### config.mk
export PLATFORM = sky130hd
export DESIGN_NAME = axis_user_mux_flat
export DESIGN_NICKNAME = d
export VERILOG_FILES = /design/src/rtl/axis_user_mux_pkg.sv /design/src/rtl/axis_user_mux_if.sv /design/src/rtl/axis_user_mux_reg.sv /design/src/rtl/axis_user_mux.sv /design/src/flat_wrapper.sv
export SDC_FILE = /design/constraint.sdc
export NUM_CORES = 1
export LEC_CHECK = 0
export CAP_MARGIN = 25
export CORE_MARGIN = 2
export CORE_UTILIZATION = 45
export DETAILED_ROUTE_END_ITERATION = 8
export GPL_ROUTABILITY_DRIVEN = 0
export MAX_ROUTING_LAYER = met4
export PLACE_DENSITY_LB_ADDON = 0.3
export SLEW_MARGIN = 20
export SYNTH_ARGS = -nofsm -noshare
export SYNTH_HDL_FRONTEND = slang
export SYNTH_SLANG_ARGS = --single-unit
### constraint.sdc
create_clock -name clk_i -period 5.4 [get_ports clk_i]
set_clock_uncertainty 0.15 [all_clocks]
set_input_delay 1.08 -clock clk_i [delete_from_list [all_inputs] [get_ports clk_i]]
set_output_delay 1.08 -clock clk_i [all_outputs]
set_load 0.005 [all_outputs]
### src/rtl/axis_user_mux_pkg.sv
// Shared data-link types: link status, register stage types, tuser tag bits
// and the transmit mux state encoding.
package pcie_datalink_pkg;

   typedef enum logic [1:0] {
      DL_INACTIVE = 2'd0,
      DL_INIT     = 2'd1,
      DL_ACTIVE   = 2'd2
   } pcie_dl_status_e;

   // axis_register REG_TYPE selections
   localparam int unsigned Bypass     = 0;
   localparam int unsigned SkidBuffer = 2;

   // tuser tag bit positions, shared with the receive demux
   localparam int unsigned UserIsTlp  = 1;
   localparam int unsigned UserIsDllp = 0;

   typedef enum logic [1:0] {
      ST_IDLE = 2'd0,
      ST_TLP  = 2'd1,
      ST_DLLP = 2'd2
   } mux_st_e;

endpackage

### src/rtl/axis_user_mux_if.sv
// AXI-Stream bundle with tkeep/tlast/tuser.
interface axis_user_mux_if #(
   parameter int unsigned DATA_WIDTH = 32,
   parameter int unsigned KEEP_WIDTH = DATA_WIDTH / 8,
   parameter int unsigned USER_WIDTH = 2
);
   logic [DATA_WIDTH-1:0] tdata;
   logic [KEEP_WIDTH-1:0] tkeep;
   logic                  tvalid;
   logic                  tready;
   logic                  tlast;
   logic [USER_WIDTH-1:0] tuser;

   modport master (output tdata, tkeep, tvalid, tlast, tuser, input tready);
   modport slave  (input tdata, tkeep, tvalid, tlast, tuser, output tready);
endinterface

### src/rtl/axis_user_mux_reg.sv
// AXI-Stream register slice. SkidBuffer gives a registered tready, one cycle
// of latency and full throughput; any other REG_TYPE is a plain wire.
module axis_register
   import pcie_datalink_pkg::*;
#(
   parameter int unsigned DATA_WIDTH  = 32,
   parameter int unsigned KEEP_WIDTH  = DATA_WIDTH / 8,
   parameter int unsigned USER_WIDTH  = 2,
   parameter int unsigned REG_TYPE    = SkidBuffer,
   parameter bit          KEEP_ENABLE = 1'b1,
   parameter bit          LAST_ENABLE = 1'b1,
   parameter bit          USER_ENABLE = 1'b1
) (
   input  logic                  i_clk,
   input  logic                  i_rst,
   input  logic [DATA_WIDTH-1:0] i_s_tdata,
   input  logic [KEEP_WIDTH-1:0] i_s_tkeep,
   input  logic                  i_s_tvalid,
   input  logic                  i_s_tlast,
   input  logic [USER_WIDTH-1:0] i_s_tuser,
   output logic                  o_s_tready,
   output logic [DATA_WIDTH-1:0] o_m_tdata,
   output logic [KEEP_WIDTH-1:0] o_m_tkeep,
   output logic                  o_m_tvalid,
   output logic                  o_m_tlast,
   output logic [USER_WIDTH-1:0] o_m_tuser,
   input  logic                  i_m_tready
);
   localparam int unsigned BW = DATA_WIDTH + KEEP_WIDTH + 1 + USER_WIDTH;

   logic [BW-1:0]         w_s_bus;
   logic [BW-1:0]         w_m_bus;
   logic [DATA_WIDTH-1:0] w_m_tdata;
   logic [KEEP_WIDTH-1:0] w_m_tkeep;
   logic                  w_m_tlast;
   logic [USER_WIDTH-1:0] w_m_tuser;

   assign w_s_bus = {i_s_tdata, i_s_tkeep, i_s_tlast, i_s_tuser};

   generate
      if (REG_TYPE == SkidBuffer) begin : g_skid
         logic          r_s_ready, r_m_valid, r_t_valid;
         logic [BW-1:0] r_m_bus, r_t_bus;
         logic          w_ready_early, w_m_valid_nxt, w_t_valid_nxt;
         logic          w_in_to_out, w_in_to_tmp, w_tmp_to_out;

         // Ready for next cycle: output drains, or the skid slot is free and
         // the output register will not fill up this cycle.
         assign w_ready_early = i_m_tready || (!r_t_valid && (!r_m_valid || !i_s_tvalid));

         // Decide where an incoming beat lands and whether the skid slot drains.
         always_comb begin
            w_m_valid_nxt = r_m_valid;
            w_t_valid_nxt = r_t_valid;
            w_in_to_out   = 1'b0;
            w_in_to_tmp   = 1'b0;
            w_tmp_to_out  = 1'b0;
            if (r_s_ready) begin
               if (i_m_tready || !r_m_valid) begin
                  w_m_valid_nxt = i_s_tvalid;
                  w_in_to_out   = 1'b1;
               end else begin
                  w_t_valid_nxt = i_s_tvalid;
                  w_in_to_tmp   = 1'b1;
               end
            end else if (i_m_tready) begin
               w_m_valid_nxt = r_t_valid;
               w_t_valid_nxt = 1'b0;
               w_tmp_to_out  = 1'b1;
            end
         end

         // Control and data registers; payload needs no reset.
         always_ff @(posedge i_clk) begin
            if (i_rst) begin
               r_s_ready <= 1'b0;
               r_m_valid <= 1'b0;
               r_t_valid <= 1'b0;
            end else begin
               r_s_ready <= w_ready_early;
               r_m_valid <= w_m_valid_nxt;
               r_t_valid <= w_t_valid_nxt;
            end
            if (w_in_to_out)       r_m_bus <= w_s_bus;
            else if (w_tmp_to_out) r_m_bus <= r_t_bus;
            if (w_in_to_tmp)       r_t_bus <= w_s_bus;
         end

         assign o_s_tready = r_s_ready;
         assign o_m_tvalid = r_m_valid;
         assign w_m_bus    = r_m_bus;
      end else begin : g_bypass
         assign o_s_tready = i_m_tready;
         assign o_m_tvalid = i_s_tvalid;
         assign w_m_bus    = w_s_bus;
      end
   endgenerate

   assign {w_m_tdata, w_m_tkeep, w_m_tlast, w_m_tuser} = w_m_bus;
   assign o_m_tdata = w_m_tdata;
   assign o_m_tkeep = KEEP_ENABLE ? w_m_tkeep : '1;
   assign o_m_tlast = LAST_ENABLE ? w_m_tlast : 1'b1;
   assign o_m_tuser = USER_ENABLE ? w_m_tuser : '0;
endmodule

### src/rtl/axis_user_mux.sv
// Transmit mux: merges TLP and DLLP streams into one tagged stream.
// Packet-atomic arbitration, DLLP priority with a bounded DLLP streak
// while a TLP waits; TLP grants only while the link is DL_ACTIVE.
module axis_user_mux
   import pcie_datalink_pkg::*;
#(
   parameter int unsigned DATA_WIDTH     = 32,
   parameter int unsigned KEEP_WIDTH     = DATA_WIDTH / 8,
   parameter int unsigned USER_WIDTH     = 2,
   parameter int unsigned DLLP_BURST_MAX = 4
) (
   input  logic            clk_i,
   input  logic            rst_i,
   input  pcie_dl_status_e link_status_i,
   axis_user_mux_if.slave  s_tlp_axis,
   axis_user_mux_if.slave  s_dllp_axis,
   axis_user_mux_if.master m_axis
);
   localparam int unsigned         SW         = $clog2(DLLP_BURST_MAX + 1);
   localparam logic [SW-1:0]       STREAK_MAX = SW'(DLLP_BURST_MAX);

   mux_st_e               r_state, w_state_nxt;
   logic [SW-1:0]         r_streak;
   logic                  w_tlp_ok, w_sel_tlp, w_sel_dllp, w_reg_ready;
   logic                  w_tlp_acc, w_dllp_acc;
   logic [DATA_WIDTH-1:0] w_mux_data;
   logic [KEEP_WIDTH-1:0] w_mux_keep;
   logic                  w_mux_valid, w_mux_last;
   logic [USER_WIDTH-1:0] w_mux_user;

   assign w_tlp_ok   = s_tlp_axis.tvalid && (link_status_i == DL_ACTIVE);
   assign w_tlp_acc  = s_tlp_axis.tvalid && s_tlp_axis.tready;
   assign w_dllp_acc = s_dllp_axis.tvalid && s_dllp_axis.tready;

   assign s_tlp_axis.tready  = w_sel_tlp && w_reg_ready;
   assign s_dllp_axis.tready = w_sel_dllp && w_reg_ready;

   // State register.
   always_ff @(posedge clk_i) begin
      if (rst_i) r_state <= ST_IDLE;
      else       r_state <= w_state_nxt;
   end

   // Grant selection and next state; the grant cycle already carries a beat,
   // so a single-beat packet returns straight to idle.
   always_comb begin
      w_sel_tlp   = 1'b0;
      w_sel_dllp  = 1'b0;
      w_state_nxt = r_state;
      case (r_state)
         ST_IDLE: begin
            if (s_dllp_axis.tvalid && !(w_tlp_ok && r_streak == STREAK_MAX)) w_sel_dllp = 1'b1;
            else if (w_tlp_ok)                                               w_sel_tlp  = 1'b1;
         end
         ST_TLP:  w_sel_tlp  = 1'b1;
         ST_DLLP: w_sel_dllp = 1'b1;
         default: ;
      endcase
      if (w_sel_tlp)  w_state_nxt = (w_tlp_acc && s_tlp_axis.tlast)   ? ST_IDLE : ST_TLP;
      if (w_sel_dllp) w_state_nxt = (w_dllp_acc && s_dllp_axis.tlast) ? ST_IDLE : ST_DLLP;
   end

   // Count completed DLLPs while a TLP is waiting.
   always_ff @(posedge clk_i) begin
      if (rst_i)
         r_streak <= '0;
      else if (r_state == ST_IDLE && (w_sel_tlp || !s_tlp_axis.tvalid))
         r_streak <= '0;
      else if (w_dllp_acc && s_dllp_axis.tlast && s_tlp_axis.tvalid && r_streak != STREAK_MAX)
         r_streak <= r_streak + 1'b1;
   end

   // Route the granted input and stamp the type tag bits.
   always_comb begin
      w_mux_valid = 1'b0;
      w_mux_data  = s_tlp_axis.tdata;
      w_mux_keep  = s_tlp_axis.tkeep;
      w_mux_last  = s_tlp_axis.tlast;
      w_mux_user  = s_tlp_axis.tuser;
      if (w_sel_dllp) begin
         w_mux_valid = s_dllp_axis.tvalid;
         w_mux_data  = s_dllp_axis.tdata;
         w_mux_keep  = s_dllp_axis.tkeep;
         w_mux_last  = s_dllp_axis.tlast;
         w_mux_user  = s_dllp_axis.tuser;
      end else if (w_sel_tlp) begin
         w_mux_valid = s_tlp_axis.tvalid;
      end
      w_mux_user[UserIsTlp]  = w_sel_tlp;
      w_mux_user[UserIsDllp] = w_sel_dllp;
   end

   axis_register #(
      .DATA_WIDTH  (DATA_WIDTH),
      .KEEP_WIDTH  (KEEP_WIDTH),
      .USER_WIDTH  (USER_WIDTH),
      .REG_TYPE    (SkidBuffer),
      .KEEP_ENABLE (1'b1),
      .LAST_ENABLE (1'b1),
      .USER_ENABLE (1'b1)
   ) u_out_reg (
      .i_clk      (clk_i),
      .i_rst      (rst_i),
      .i_s_tdata  (w_mux_data),
      .i_s_tkeep  (w_mux_keep),
      .i_s_tvalid (w_mux_valid),
      .i_s_tlast  (w_mux_last),
      .i_s_tuser  (w_mux_user),
      .o_s_tready (w_reg_ready),
      .o_m_tdata  (m_axis.tdata),
      .o_m_tkeep  (m_axis.tkeep),
      .o_m_tvalid (m_axis.tvalid),
      .o_m_tlast  (m_axis.tlast),
      .o_m_tuser  (m_axis.tuser),
      .i_m_tready (m_axis.tready)
   );
endmodule

### src/flat_wrapper.sv
// flat-port wrapper written by rule: the top's interface ports become plain ports
module axis_user_mux_flat import pcie_datalink_pkg::*;
#(
   parameter int unsigned DATA_WIDTH     = 32,
   parameter int unsigned KEEP_WIDTH     = DATA_WIDTH / 8,
   parameter int unsigned USER_WIDTH     = 2,
   parameter int unsigned DLLP_BURST_MAX = 4
)
  (clk_i, rst_i, link_status_i, s_tlp_axis_tdata, s_tlp_axis_tkeep, s_tlp_axis_tvalid, s_tlp_axis_tlast, s_tlp_axis_tuser, s_tlp_axis_tready, s_dllp_axis_tdata, s_dllp_axis_tkeep, s_dllp_axis_tvalid, s_dllp_axis_tlast, s_dllp_axis_tuser, s_dllp_axis_tready, m_axis_tdata, m_axis_tkeep, m_axis_tvalid, m_axis_tlast, m_axis_tuser, m_axis_tready);
  axis_user_mux_if #(.DATA_WIDTH(DATA_WIDTH), .KEEP_WIDTH(KEEP_WIDTH), .USER_WIDTH(USER_WIDTH)) s_tlp_axis_i ();
  axis_user_mux_if #(.DATA_WIDTH(DATA_WIDTH), .KEEP_WIDTH(KEEP_WIDTH), .USER_WIDTH(USER_WIDTH)) s_dllp_axis_i ();
  axis_user_mux_if #(.DATA_WIDTH(DATA_WIDTH), .KEEP_WIDTH(KEEP_WIDTH), .USER_WIDTH(USER_WIDTH)) m_axis_i ();
  input  logic clk_i;
  input  logic rst_i;
  input  pcie_dl_status_e link_status_i;
  input wire logic [$bits(s_tlp_axis_i.tdata)-1:0] s_tlp_axis_tdata;
  input wire logic [$bits(s_tlp_axis_i.tkeep)-1:0] s_tlp_axis_tkeep;
  input wire logic [$bits(s_tlp_axis_i.tvalid)-1:0] s_tlp_axis_tvalid;
  input wire logic [$bits(s_tlp_axis_i.tlast)-1:0] s_tlp_axis_tlast;
  input wire logic [$bits(s_tlp_axis_i.tuser)-1:0] s_tlp_axis_tuser;
  output wire logic [$bits(s_tlp_axis_i.tready)-1:0] s_tlp_axis_tready;
  input wire logic [$bits(s_dllp_axis_i.tdata)-1:0] s_dllp_axis_tdata;
  input wire logic [$bits(s_dllp_axis_i.tkeep)-1:0] s_dllp_axis_tkeep;
  input wire logic [$bits(s_dllp_axis_i.tvalid)-1:0] s_dllp_axis_tvalid;
  input wire logic [$bits(s_dllp_axis_i.tlast)-1:0] s_dllp_axis_tlast;
  input wire logic [$bits(s_dllp_axis_i.tuser)-1:0] s_dllp_axis_tuser;
  output wire logic [$bits(s_dllp_axis_i.tready)-1:0] s_dllp_axis_tready;
  output wire logic [$bits(m_axis_i.tdata)-1:0] m_axis_tdata;
  output wire logic [$bits(m_axis_i.tkeep)-1:0] m_axis_tkeep;
  output wire logic [$bits(m_axis_i.tvalid)-1:0] m_axis_tvalid;
  output wire logic [$bits(m_axis_i.tlast)-1:0] m_axis_tlast;
  output wire logic [$bits(m_axis_i.tuser)-1:0] m_axis_tuser;
  input wire logic [$bits(m_axis_i.tready)-1:0] m_axis_tready;
  assign s_tlp_axis_i.tdata = s_tlp_axis_tdata;
  assign s_tlp_axis_i.tkeep = s_tlp_axis_tkeep;
  assign s_tlp_axis_i.tvalid = s_tlp_axis_tvalid;
  assign s_tlp_axis_i.tlast = s_tlp_axis_tlast;
  assign s_tlp_axis_i.tuser = s_tlp_axis_tuser;
  assign s_tlp_axis_tready = s_tlp_axis_i.tready;
  assign s_dllp_axis_i.tdata = s_dllp_axis_tdata;
  assign s_dllp_axis_i.tkeep = s_dllp_axis_tkeep;
  assign s_dllp_axis_i.tvalid = s_dllp_axis_tvalid;
  assign s_dllp_axis_i.tlast = s_dllp_axis_tlast;
  assign s_dllp_axis_i.tuser = s_dllp_axis_tuser;
  assign s_dllp_axis_tready = s_dllp_axis_i.tready;
  assign m_axis_tdata = m_axis_i.tdata;
  assign m_axis_tkeep = m_axis_i.tkeep;
  assign m_axis_tvalid = m_axis_i.tvalid;
  assign m_axis_tlast = m_axis_i.tlast;
  assign m_axis_tuser = m_axis_i.tuser;
  assign m_axis_i.tready = m_axis_tready;
  axis_user_mux #(.DATA_WIDTH(DATA_WIDTH), .KEEP_WIDTH(KEEP_WIDTH), .USER_WIDTH(USER_WIDTH), .DLLP_BURST_MAX(DLLP_BURST_MAX)) u_core (.clk_i(clk_i), .rst_i(rst_i), .link_status_i(link_status_i), .s_tlp_axis(s_tlp_axis_i), .s_dllp_axis(s_dllp_axis_i), .m_axis(m_axis_i));
endmodule
==> parameters.txt <==
Parameter                              Value

Die
  Num rows    33
  Die X-Extent    95.1 µm
  Total Die Area    9050 µm²
  Starting utilization of the core area    0.459
  Core box area    8130 µm²
  Die boundary height    95.1 µm
  I/O pins    127

Global route
  Vias in the first global route    2769
  First-pass GRT wire length    13100 µm
  Number of antenna violations at the first check in global routing    0
  Total GRT Usage    0.193
  Largest net degree at the start of global routing    40
  Remaining Overflow, GRT    0

Status
  Outcome    completed

Hold path
  Worst min-delay path category    reg -> reg
  Hold Path Stages    1
  End of the worst hold path    u_core.r_state[0]
  Hold_sp    u_core.u_out_reg.o_s_tready

Clock tree
  Clock network latency to the later pin of the worst-skew pair    0.35 ns
  Number of buffers added for setup after CTS    0
  Number of buffers between clock root and the deepest sink    2
  Reg clk slew, reported paths    0.08 ns
  Clk sink count    86
  Num CTS Buffers    9
  CTS H-Tree Depth    3
  Count of instances resized after the clock tree is built    0
  Number of hold buffers added after CTS    0
  Cell at the root of the clock tree    clkbuf_8
  CTS tree    built

Power and ir drop
  Overall power after layout    1.55 mW
  Worst vdd rail ir drop    0.000136 V
  Pwr dens    295 nW/µm²
  Leakage power figure    2.01 nW

Cells and area
  Total area of multi-input combinational cells    1120 µm²
  Number of fill cells in the layout    674
  Post-Layout Cell Count    570
  Layout Utilization    0.646
  Number of nets in the layout    547
  Area taken by flip-flops and latches    2500 µm²
  Commonest cells after routing, fill and taps aside    122 x clkdlybuf4s50_1, 112 x nand2_1, 78 x edfxtp_1, 40 x a31oi_1, 39 x nor2_1
  Most common cell after layout, fill and taps aside    clkdlybuf4s50_1
  Share of cells above drive strength 1    0.0624
  Fin area    5260 µm²
  Syn-to-layout area delta    40.6%
  Antenna diode count    0

Place
  Pre-CTS setup slack    1.46 ns
  Number of I/O port buffers    122
  Final HPWL DP    5600 µm
  DP Area    5030 µm²
  Placed cell count    554

Critical path
  Critical register-to-register path startpoint    u_core.r_streak[0]
  Worst endpoint data arrival time    2.75 ns
  Data required time of the worst path    4.17 ns
  Crit. End Element    output port
  Worst reg2reg setup slack    2.87 ns
  Critical path launch point    link_status_i[1]
  Sort of element at the start of the critical path    input port
  Worst reg2reg path endpoint    u_core.u_out_reg.g_skid.r_m_bus[5]
  Worst setup path category    in -> out
  Crit path max fanout    6
  Cell depth of the worst flop-to-flop path    7

STA
  Headroom to the max-slew limit    0.364
  Share of the cycle needed by the critical path after routing    0.737
  Final number of max-transition violations    0
  Maximum achievable frequency    251 MHz
  Total Negative Setup Slacks    0 ns
  Transition time at the pin with the least slew margin    0.955 ns
  Worst setup slack after layout    1.42 ns
  Time the final worst path needs with I/O delays and setup    3.98 ns
  Count of final hold-check violations    0
  Unrepaired setup endpoints after global routing    no
  Hold Slack    0.392 ns
  Final setup violating endpoints    0

Yosys
  Synthesized instance count    338
  Netlist area before placement    3740 µm²
  #FFs+latches synth    86
  Number of enable-type register cells in the synthesized netlist    78
  Count of synthesis-stage warnings from yosys    0
  Commonest register cell after synthesis    edfxtp_1
  Share of Yosys cell area claimed by the top area cell type    0.627
  Sequential element share of the synthesized area    0.670
  Number of nets in the synthesized netlist    425
  Ys async rst share    0
  Post-Synthesis Mean Instance Area    11.1 µm²
  Count of different cell masters after synthesis    33
  Cell type with the largest total area after synthesis    edfxtp_1
  Top cells by area in the synthesized netlist    edfxtp_1 63%, nand2_1 11%, a31oi_1 6.7%, dfxtp_1 4.3%, nor2_1 4.0%

Routing
  Number of nets with antenna violations after routing    0
  Average wire per standard cell    14.7 µm
  DRC errors left    0
  Via-to-Cell Ratio    5.22
  Starting DRC count in detailed routing    155
  Total via count in the routed design    2976
  Total wirelength of the detailed-routed design    8400 µm
  1st-pass router iterations    4

Flow run
  Maximum capacitance violations    0
logic make-up after synthesis:
| group | Yosys count | synth area share |
|---|---|---|
| buf+inv | 23 | 0.0355 |
| simple gates | 166 | 0.176 |
| compound gates | 56 | 0.0984 |
| fa+ha+maj | 2 | 0.00669 |
| mux | 3 | 0.00870 |
| xor+xnor | 2 | 0.00469 |
| flops | 86 | 0.670 |
critical path, cell delays in order:
cell and delay [ns]:
clkdlybuf4s50_1 0.45, nor2b_1 0.34, a31oi_1 0.17, nor3_1 0.18, clkdlybuf4s50_1 0.54
power breakdown:
group	total (mW)	internal, mW	switching, mW
Combinational	0.259	0.142	0.117
Sequential	0.794	0.781	0.0130
Clock	0.498	0.266	0.232
Total	1.55	1.19	0.362
cell usage after synthesis, types with 2 or more instances:
library cell  instances
nand4_1               2
mux2_2                2
clkbuf_1              4
a31oi_1              40
buf_6                 5
nand2_1             112
a21oi_1               3
and2_1                2
nor3_1                3
nor2b_1               4
buf_2                 7
dfxtp_1               8
o21ai_0               3
inv_1                 6
ha_1                  2
nor2_1               40
edfxtp_1             78
xnor2_1               2
per-layer routing:
layer / track usage / routed length [µm] / part of all wire
met1: 0.254 / 3610 / 0.43
met2: 0.305 / 4030 / 0.48
met3: 0.0372 / 662 / 0.079
met4: 0.0580 / 99 / 0.012
met5: - / 0 / 0
worst max path at each step:
stage                                         to  slack (ns)  cells after the start
2_1_floorplan  u_core.u_out_reg.g_skid.r_t_valid        0.78                      3
4_1_cts                        s_tlp_axis_tready        1.44                      5
5_1_grt                        s_tlp_axis_tready        1.29                      5
3_3_place_gp                   s_tlp_axis_tready        1.47                      5
6_report                       s_tlp_axis_tready        1.42                      5
3_5_place_dp                   s_tlp_axis_tready        1.46                      5
sequential cells by signal, summed over array words and instances (netlist names):
signal                             cells
u_core.u_out_reg.g_skid.r_t_bus       39
u_core.r_state                         2
u_core.u_out_reg.g_skid.r_m_bus       39
u_core.u_out_reg.o_s_tready            1
u_core.u_out_reg.o_m_tvalid            1
u_core.u_out_reg.g_skid.r_t_valid      1
u_core.r_streak                        3
cell type report:
type	count	share of cell area
Multi-Input combinational cell	229	0.212
Clock inverter	6	0.0179
Inverter	7	0.00500
Timing Repair Buffer	127	0.239
Tap cell	105	0.0250
Sequential cell	86	0.476
Clock buffer	10	0.0243
No activity file was read; power rests on OpenSTA's default activity.
